<file path="src/rtl/rr_arb_mux_pkg.sv">
// Shared helpers for the round-robin arbitrated mux: ring-index arithmetic
// that stays within 0..n-1 for any channel count, power of two or not.
package rr_arb_mux_pkg;

  // Offset a ring index by off positions, wrapping modulo n (base, off < n).
  function automatic int unsigned ring_add(input int unsigned base,
                                           input int unsigned off,
                                           input int unsigned n);
    int unsigned sum;
    sum = base + off;
    return (sum >= n) ? (sum - n) : sum;
  endfunction

  // Ring index that follows idx, wrapping back to 0 after n-1.
  function automatic int unsigned ring_next(input int unsigned idx,
                                            input int unsigned n);
    return (idx + 32'd1 >= n) ? 32'd0 : (idx + 32'd1);
  endfunction

endpackage : rr_arb_mux_pkg

</file>
<file path="src/rtl/rr_arb_mux_arbiter.sv">
// Round-robin grant selection. The search starts at rr_ptr and wraps; the
// pointer only moves when the parent reports that the grant was consumed.
module rr_arbiter
  import rr_arb_mux_pkg::*;
#(
  parameter  int unsigned N_INS     = 2,
  localparam int unsigned SEL_WIDTH = $clog2(N_INS)
) (
  input  logic                 clk,
  input  logic                 rst,
  input  logic [N_INS-1:0]     req,
  input  logic                 advance,
  output logic [N_INS-1:0]     grant_onehot,
  output logic [SEL_WIDTH-1:0] grant_idx
);

  logic [SEL_WIDTH-1:0] rr_ptr_q;
  logic [SEL_WIDTH-1:0] rr_ptr_d;
  logic [SEL_WIDTH-1:0] cand_idx;
  int unsigned          cand;
  logic                 found;

  // First requester at or after rr_ptr, in wrap-around order.
  always_comb begin
    grant_onehot = '0;
    grant_idx    = '0;
    cand         = '0;
    cand_idx     = '0;
    found        = 1'b0;
    for (int unsigned k = 0; k < N_INS; k++) begin
      cand     = ring_add(32'(rr_ptr_q), k, N_INS);
      cand_idx = SEL_WIDTH'(cand);
      if (!found && req[cand_idx]) begin
        found                  = 1'b1;
        grant_idx              = cand_idx;
        grant_onehot[cand_idx] = 1'b1;
      end
    end
  end

  // Pointer moves to the slot after the consumed grant; holds otherwise.
  always_comb begin
    rr_ptr_d = rr_ptr_q;
    if (advance) begin
      rr_ptr_d = SEL_WIDTH'(ring_next(32'(grant_idx), N_INS));
    end
  end

  // Pointer register.
  always_ff @(posedge clk or posedge rst) begin
    if (rst) begin
      rr_ptr_q <= '0;
    end else begin
      rr_ptr_q <= rr_ptr_d;
    end
  end

endmodule : rr_arbiter

</file>
<file path="src/rtl/rr_arb_mux.sv">
// Round-robin arbitrated N-to-1 mux feeding a single-entry output register.
// The register reloads in the same cycle it is drained, so a continuous
// stream moves one payload per clock. ins[i] is channel i's payload.
module rr_arb_mux
  import rr_arb_mux_pkg::*;
#(
  parameter  int unsigned WIDTH     = 1,
  parameter  int unsigned N_INS     = 2,
  localparam int unsigned SEL_WIDTH = $clog2(N_INS)
) (
  input  logic                        clk,
  input  logic                        rst,
  input  logic [N_INS-1:0][WIDTH-1:0] ins,
  input  logic [N_INS-1:0]            in_valid,
  output logic [N_INS-1:0]            in_ready,
  output logic [WIDTH-1:0]            out,
  output logic [SEL_WIDTH-1:0]        out_sel,
  output logic                        out_valid,
  input  logic                        out_ready
);

  logic [N_INS-1:0]     grant_onehot;
  logic [SEL_WIDTH-1:0] grant_idx;
  logic                 load_c;
  logic [WIDTH-1:0]     out_next_c;

  logic [WIDTH-1:0]     out_q,       out_d;
  logic [SEL_WIDTH-1:0] out_sel_q,   out_sel_d;
  logic                 out_valid_q, out_valid_d;

  rr_arbiter #(
    .N_INS (N_INS)
  ) u_arb (
    .clk          (clk),
    .rst          (rst),
    .req          (in_valid),
    .advance      (load_c),
    .grant_onehot (grant_onehot),
    .grant_idx    (grant_idx)
  );

  // Accept when anyone requests and the slot is empty or draining now;
  // nothing is accepted while reset is held.
  always_comb begin
    load_c     = (|in_valid) && (!out_valid_q || out_ready) && !rst;
    in_ready   = grant_onehot & {N_INS{load_c}};
    out_next_c = ins[grant_idx];
  end

  // Output slot next state: load wins, else a drain clears valid, else hold.
  always_comb begin
    out_d       = out_q;
    out_sel_d   = out_sel_q;
    out_valid_d = out_valid_q;
    if (load_c) begin
      out_d       = out_next_c;
      out_sel_d   = grant_idx;
      out_valid_d = 1'b1;
    end else if (out_valid_q && out_ready) begin
      out_valid_d = 1'b0;
    end
  end

  // Output slot registers.
  always_ff @(posedge clk or posedge rst) begin
    if (rst) begin
      out_q       <= '0;
      out_sel_q   <= '0;
      out_valid_q <= 1'b0;
    end else begin
      out_q       <= out_d;
      out_sel_q   <= out_sel_d;
      out_valid_q <= out_valid_d;
    end
  end

  assign out       = out_q;
  assign out_sel   = out_sel_q;
  assign out_valid = out_valid_q;

endmodule : rr_arb_mux

</file>
<file path="config.mk">
export PLATFORM = sky130hd
export DESIGN_NAME = rr_arb_mux
export DESIGN_NICKNAME = d
export VERILOG_FILES = /design/src/rtl/rr_arb_mux_pkg.sv /design/src/rtl/rr_arb_mux_arbiter.sv /design/src/rtl/rr_arb_mux.sv
export SDC_FILE = /design/constraint.sdc
export NUM_CORES = 1
export LEC_CHECK = 0
export ABC_CLOCK_PERIOD_IN_PS = 1050
export BUFFER_PORTS_ARGS = -buffer_cell sky130_fd_sc_hd__buf_2
export CELL_PAD_IN_SITES_DETAIL_PLACEMENT = 1
export CELL_PAD_IN_SITES_GLOBAL_PLACEMENT = 1
export CORE_AREA = 3 3 40 42
export CTS_CLUSTER_SIZE = 14
export DETAILED_ROUTE_END_ITERATION = 10
export DIE_AREA = 0 0 43 45
export GPL_TIMING_DRIVEN = 0
export PLACE_DENSITY_LB_ADDON = 0.12
export SLEW_MARGIN = 30
export SYNTH_ARGS = -nofsm -noshare
export SYNTH_HDL_FRONTEND = slang
export SYNTH_SLANG_ARGS = --single-unit
</file>
<file path="constraint.sdc">
create_clock -name clk -period 1.05 [get_ports clk]
set_input_delay 0.0525 -clock clk [delete_from_list [all_inputs] [get_ports clk]]
set_output_delay 0.0525 -clock clk [all_outputs]
set_load 0.005 [all_outputs]
</file>
; Word-level counts from Yosys, hierarchy flattened
; Index checks and enable logic that the tools add are counted.
; W data, S select, Z words.
[word_totals]
mem_count = 0
latch_bits = 0
rom_bits = 0
regBits = 4
elab_cells = 50
ramBits = 0
[op_classes]
reduce_logical = 12
muxes = 20
n_bitwise = 2
magnitude_cmp = 8
shifts = 0
n_addsub = 4
div_mod_pow = 0
eq_ne = 0
mul = 0
[ops]
columns = cell, n
row1 = $mux W1, 16
row2 = $logic_and A1 B1 Y1, 6
row3 = $lt A1 B2 Y1 const B, 3
row4 = $add A1 B1 Y2 const B, 2
row5 = $ge A2 B2 Y1 const B, 2
row6 = $mux W2, 2
row7 = $logic_not A1 Y1, 3
row8 = $and A2 B2 Y2, 1
row9 = $demux W1 S1, 2
row10 = $ge A1 B1 Y1 const B, 2
row11 = $ge A1 B2 Y1 const B, 1
row12 = $or A2 B2 Y2, 1
row13 = $reduce_bool A2 Y1, 1
row14 = $reduce_or A2 Y1, 1
row15 = $sub A1 B1 Y1 const B, 2
row16 = $logic_or A1 B1 Y1, 1

; Longest topological paths before layout
[depth]
depth_word = 11
mapped_depth = 3
ltp_nobuf = 3

; By module
; A second synthesis with hierarchy kept.
[unflattened]
cells_unflattened = 22
hier_area_um2 = 269.0
[modules_own_cells]
columns = module, seq_area_each_um2, instances, area_each_um2, cells_each
row1 = rr_arb_mux, 75.1, 1, 181.4, 14
row2 = rr_arbiter, 25.0, 1, 87.6, 8

; Least setup slack after synthesis
; No wires, ideal clock.
[synth_timing]
kind = register -> register
from = register out_valid_q (netlist: out_valid)
to = register u_arb.rr_ptr_q
synth_period_minus_slack_ns = 0.995
required_time_ns = 0.921
path_stages_with_launch = 4
setup_time_ns = 0.129
path_slack_ns = 0.055
t_arrival_ns = 0.866
path_cell_list = dfrtp_1 -> nor2b_1 -> nor4_4 -> nor2_1
[synth_via]
elab_chain_cells = 4
[synth_rtl]
columns = item, line_no
row1 = start: declaration, rr_arb_mux.sv:29  ; logic out_valid_q, out_valid_d;
row2 = start signal: assignment, rr_arb_mux.sv:73  ; out_valid_q <= out_valid_d;
row3 = $logic_not A1 Y1, rr_arb_mux.sv:45  ; load_c = (|in_valid) && (!out_valid_q || out_ready) && !rst;
row4 = $logic_or A1 B1 Y1, rr_arb_mux.sv:45
row5 = $logic_and A1 B1 Y1 (2 in series), rr_arb_mux.sv:45
row6 = end signal: assignment, rr_arb_mux_arbiter.sv:54  ; rr_ptr_q <= rr_ptr_d;
row7 = end: declaration, rr_arb_mux_arbiter.sv:17  ; logic [SEL_WIDTH-1:0] rr_ptr_q;
; No other way between the ends.
; A chain may end at the register's enable or synchronous reset.

; Final worst setup path
[layout_timing]
from = register u_arb.rr_ptr_q
to = output in_ready[1]
[layout_via]
elab_chain_cells = 10
[layout_rtl]
columns = item, line_no
row1 = "$add A1 B1 Y2, or another cell as far along", rr_arb_mux_pkg.sv:10  ; sum = base + off;
row2 = "$ge A2 B2 Y1, or another cell as far along", rr_arb_mux_pkg.sv:11  ; return (sum >= n) ? (sum - n) : sum;
row3 = "$mux W1, or another cell as far along", rr_arb_mux_pkg.sv:11
row4 = "$lt A1 B2 Y1 (implied by the code), or another cell as far along", rr_arb_mux_arbiter.sv:36  ; grant_onehot[cand_idx] = 1'b1;
row5 = $logic_and A1 B1 Y1 (implied by the code) or $mux W1 (tied branches), rr_arb_mux_arbiter.sv:36
row6 = $mux W1 (implied by the code) or $demux W1 S1 (tied branches), -
row7 = $demux W1 S1 or $mux W2 (tied branches), -
row8 = $or A2 B2 Y2 (no line), -
row9 = $mux W2 *, rr_arb_mux_arbiter.sv:33  ; if (!found && req[cand_idx]) begin
row10 = $and A2 B2 Y2 *, rr_arb_mux.sv:46  ; in_ready = grant_onehot & {N_INS{load_c}};
row11 = end: declaration, rr_arb_mux.sv:15  ; output logic [N_INS-1:0] in_ready,
; Every way passes the cells marked *; elsewhere a longest branch is shown, timed or not. The select of a mux whose other input is x is not followed.

==> parameters.txt <==
Parameter                              Value

Outcome
  Outcome    complete, but fails checks
  Violated checks    negative setup slack

Setup path
  Data required time of the worst path    1000 ps
  Maximum fanout count along the critical path    3
  Crit path max-delay cell type    sky130_fd_sc_hd__dfrtp_1
  Launching element type of the critical path    flop
  R2r setup slk    -40 ps
  Data arrival time at the worst-slack endpoint    1110 ps
  Type of the worst setup path    reg2out
  Crit. End Element    output pin
  Critical-path cell list    and2b_2 > nor4_4 > buf_2
  Max stage delay on crit path    330 ps

Logic synthesis
  Warnings from Yosys    0
  Flop and latch count out of synthesis    4
  Mapped Nets    30
  Multiplexer share of the synthesized area    0
  Sequential area share after synthesis    0.4444
  Xor-xnor portion of the synthesized cell area    0
  Cell variety after synth    16
  Dominant combinational cell family by area after synthesis    simple AND/OR/NAND/NOR gates
  Gate count after technology mapping    23
  Compound-cell area share of the yosys netlist    0.2278
  Post-synthesis instance area    225.2 µm²
  Post-Synth Adder-Cell Area    0
  Average size of a mapped cell    9.792 µm²
  Synth Area in Simple Gates    0.2944

Die
  Total number of placement rows    13
  Width of the chip    43 µm
  Die Footprint    1935 µm²
  Starting utilization of the core area    0.1753
  Core Footprint    1285 µm²
  Die Height    roughly 45 µm
  Boundary Pins    12

Routing
  Initial drt markers    0
  Routed WL per cell    between 10 and 15 µm
  DR pass1 iterations    1
  Number of nets with antenna violations after detailed routing    0
  Count of unresolved DRC violations after routing    0
  Drt total wl    about 600 µm
  Routed via count    233
  Detailed-route vias per instance    4.161

Place
  Final HPWL from detailed placement    470.8 µm
  Area of placed instances    299.0 µm²
  Number of placed instances, taps included    49
  Final RePlAce weighted congestion    ~0.67
  # port buffers    11

STA
  Final-report max-slew violation count    0
  Final clock skew    3.297 ps
  Count of endpoints failing hold in the final timing report    0
  Worst-case headroom to the max-slew limit    0.7805
  Summed negative setup slack over all endpoints    -258.3 ps
  Finish-stage setup viols    3
  Setup slack of the critical path after layout    -109.0 ps
  Setup repair after global routing missed its margin    true
  Min cycle time layout    1159 ps
  Share of the cycle needed by the critical path after routing    1.104
  Worst Hold Slack    98.36 ps
  Slew at the pin closest to its max-slew limit    325.9 ps
  Max Freq    862.8 MHz

Global route
  Global-route usage over all layers    0.07673
  Largest net degree at the start of global routing    5
  Global-route wire length before repair    roughly 1000 µm
  Number of antenna violations at the first check in global routing    0
  Overflow left after global routing    0
  Vias in the first global route    261

Finish
  Count of fill cells added during filler insertion    about 150
  Post-route cell area    between 300 and 400 µm²
  Nets    50
  Number of standard cells in the layout, taps in and fillers out    56
  Core Util, Final    0.2921
  Antenna diode count    0
  Share of post-route cells with drive strength above 1    0.5854
  Growth of design area from synthesis to finish    66.67%

Clock tree
  Clock insertion delay at the later pin of the skew report    230 ps
  Clock slew seen by the registers of the worst setup and hold paths    roughly 40 ps
  Clk Tree Root Cell    sky130_fd_sc_hd__clkbuf_4
  Clk sinks    4
  Number of buffers created by CTS    3
  TritonCTS clock tree    yes
  Maximum buffer depth of the clock tree    2
  Clock H-tree levels    1

Pwr
  Leakage component of the power    0.1872 nW
  Max IR drop VDD    0.8051 mV
  Power Density    1395 nW/µm²

Run
  Count of max-cap constraint violations    0

Min path
  Min-Delay Path Class    in2reg
[critical path: cells and delay by family (launching register included)]
family	cells	cell delay, ps
buffers and inverters	1	150
DFF	1	330
and+or+nand+nor	2	390
[report_power, final]
part           internal, W  switching, W  leakage (nW)
clock network     0.000128     0.0000583        0.0138
registers         0.000180     0.0000116        0.0459
logic            0.0000796     0.0000668         0.127
total             0.000387      0.000137         0.187
[Yosys cell counts, drive strengths merged]
cell type | instances | area (µm²)
nor2b | 1 | 6.260
inv | 2 | 7.500
nor4 | 1 | 21.27
o21bai | 1 | 7.510
nand3b | 1 | 7.510
o21ai | 2 | 10.01
and2b | 1 | 7.510
nand2b | 2 | 12.51
nor2 | 2 | 7.510
a21oi | 2 | 10.01
nand2 | 1 | 3.750
o21ba | 1 | 10.01
dfrtp | 4 | 100.1
o21a | 1 | 7.510
a31oi | 1 | 6.260
[metal layers]
| metal | wire [µm] | GRT usage | vias up |
|---|---|---|---|
| met1 | 253 | 0.07264 | 107 |
| li1 | - | - | 117 |
| met3 | 31 | 0.05976 | 2 |
| met2 | 304 | 0.1228 | 7 |
| met4 | 7 | 0.03614 | 0 |
| met5 | 0 | 0 | - |
[cell type report]
class	count	area, µm²	share of cell area
sequential	4	100.1	0.2667
timing repair buffer	15	87.58	0.2333
clock buffer	3	22.52	0.06000
tap	15	18.77	0.05000
multi-input combinational	17	138.9	0.3700
inverter	2	7.507	0.02000
[final timing paths]
kind / start / end / cells past startpoint
worst min-delay path: ins[0] / out$_DFFE_PP0P_ / 3
worst max-delay path: u_arb.rr_ptr_q$_DFFE_PP0P_ / in_ready[1] / 3
min in group asynchronous: rst / out$_DFFE_PP0P_ / 3
worst max register to register: u_arb.rr_ptr_q$_DFFE_PP0P_ / out$_DFFE_PP0P_ / 4
worst min register to register: u_arb.rr_ptr_q$_DFFE_PP0P_ / u_arb.rr_ptr_q$_DFFE_PP0P_ / 2
max in group asynchronous: rst / u_arb.rr_ptr_q$_DFFE_PP0P_ / 3
[state kept, by name, indices dropped and copies added, names as in the netlist]
signal and count:
out_valid 1, out_sel 1, u_arb.rr_ptr_q 1, out 1
[layout by cell type, fill, tap and decap left out, types with 2 or more instances in the layout]
| master | instances |
|---|---|
| sky130_fd_sc_hd__nor2_2 | 2 |
| sky130_fd_sc_hd__o21ai_0 | 2 |
| sky130_fd_sc_hd__a21oi_1 | 2 |
| sky130_fd_sc_hd__dfrtp_1 | 4 |
| sky130_fd_sc_hd__buf_4 | 3 |
| sky130_fd_sc_hd__clkbuf_4 | 3 |
| sky130_fd_sc_hd__buf_2 | 11 |
[per-stage QoR]
step | setup WS (ps) | total power [W]
floorplan | 54.92 | 0.0002542
global placement | -34.56 | 0.0003042
detailed placement | -11.26 | 0.0003050
CTS | -188.6 | 0.0005182
global route | -194.5 | 0.0005705
finish | -109.0 | 0.0005238
[logic make-up (layout without fill, tap and decap cells)]
group / after synthesis / in the layout
compound gates: 8 / 8
simple gates: 9 / 9
buf+inv: 2 / 20
flops: 4 / 4
[repair_timing]
action,in CTS,in global routing
gates resized for setup,2,4
endpoints found under the hold margin,4,0
pin swaps,2,2
hold buffers,1,0
buffers inserted,2,2
endpoints found under the setup margin,2,4
No activity file was read; power rests on OpenSTA's default activity.
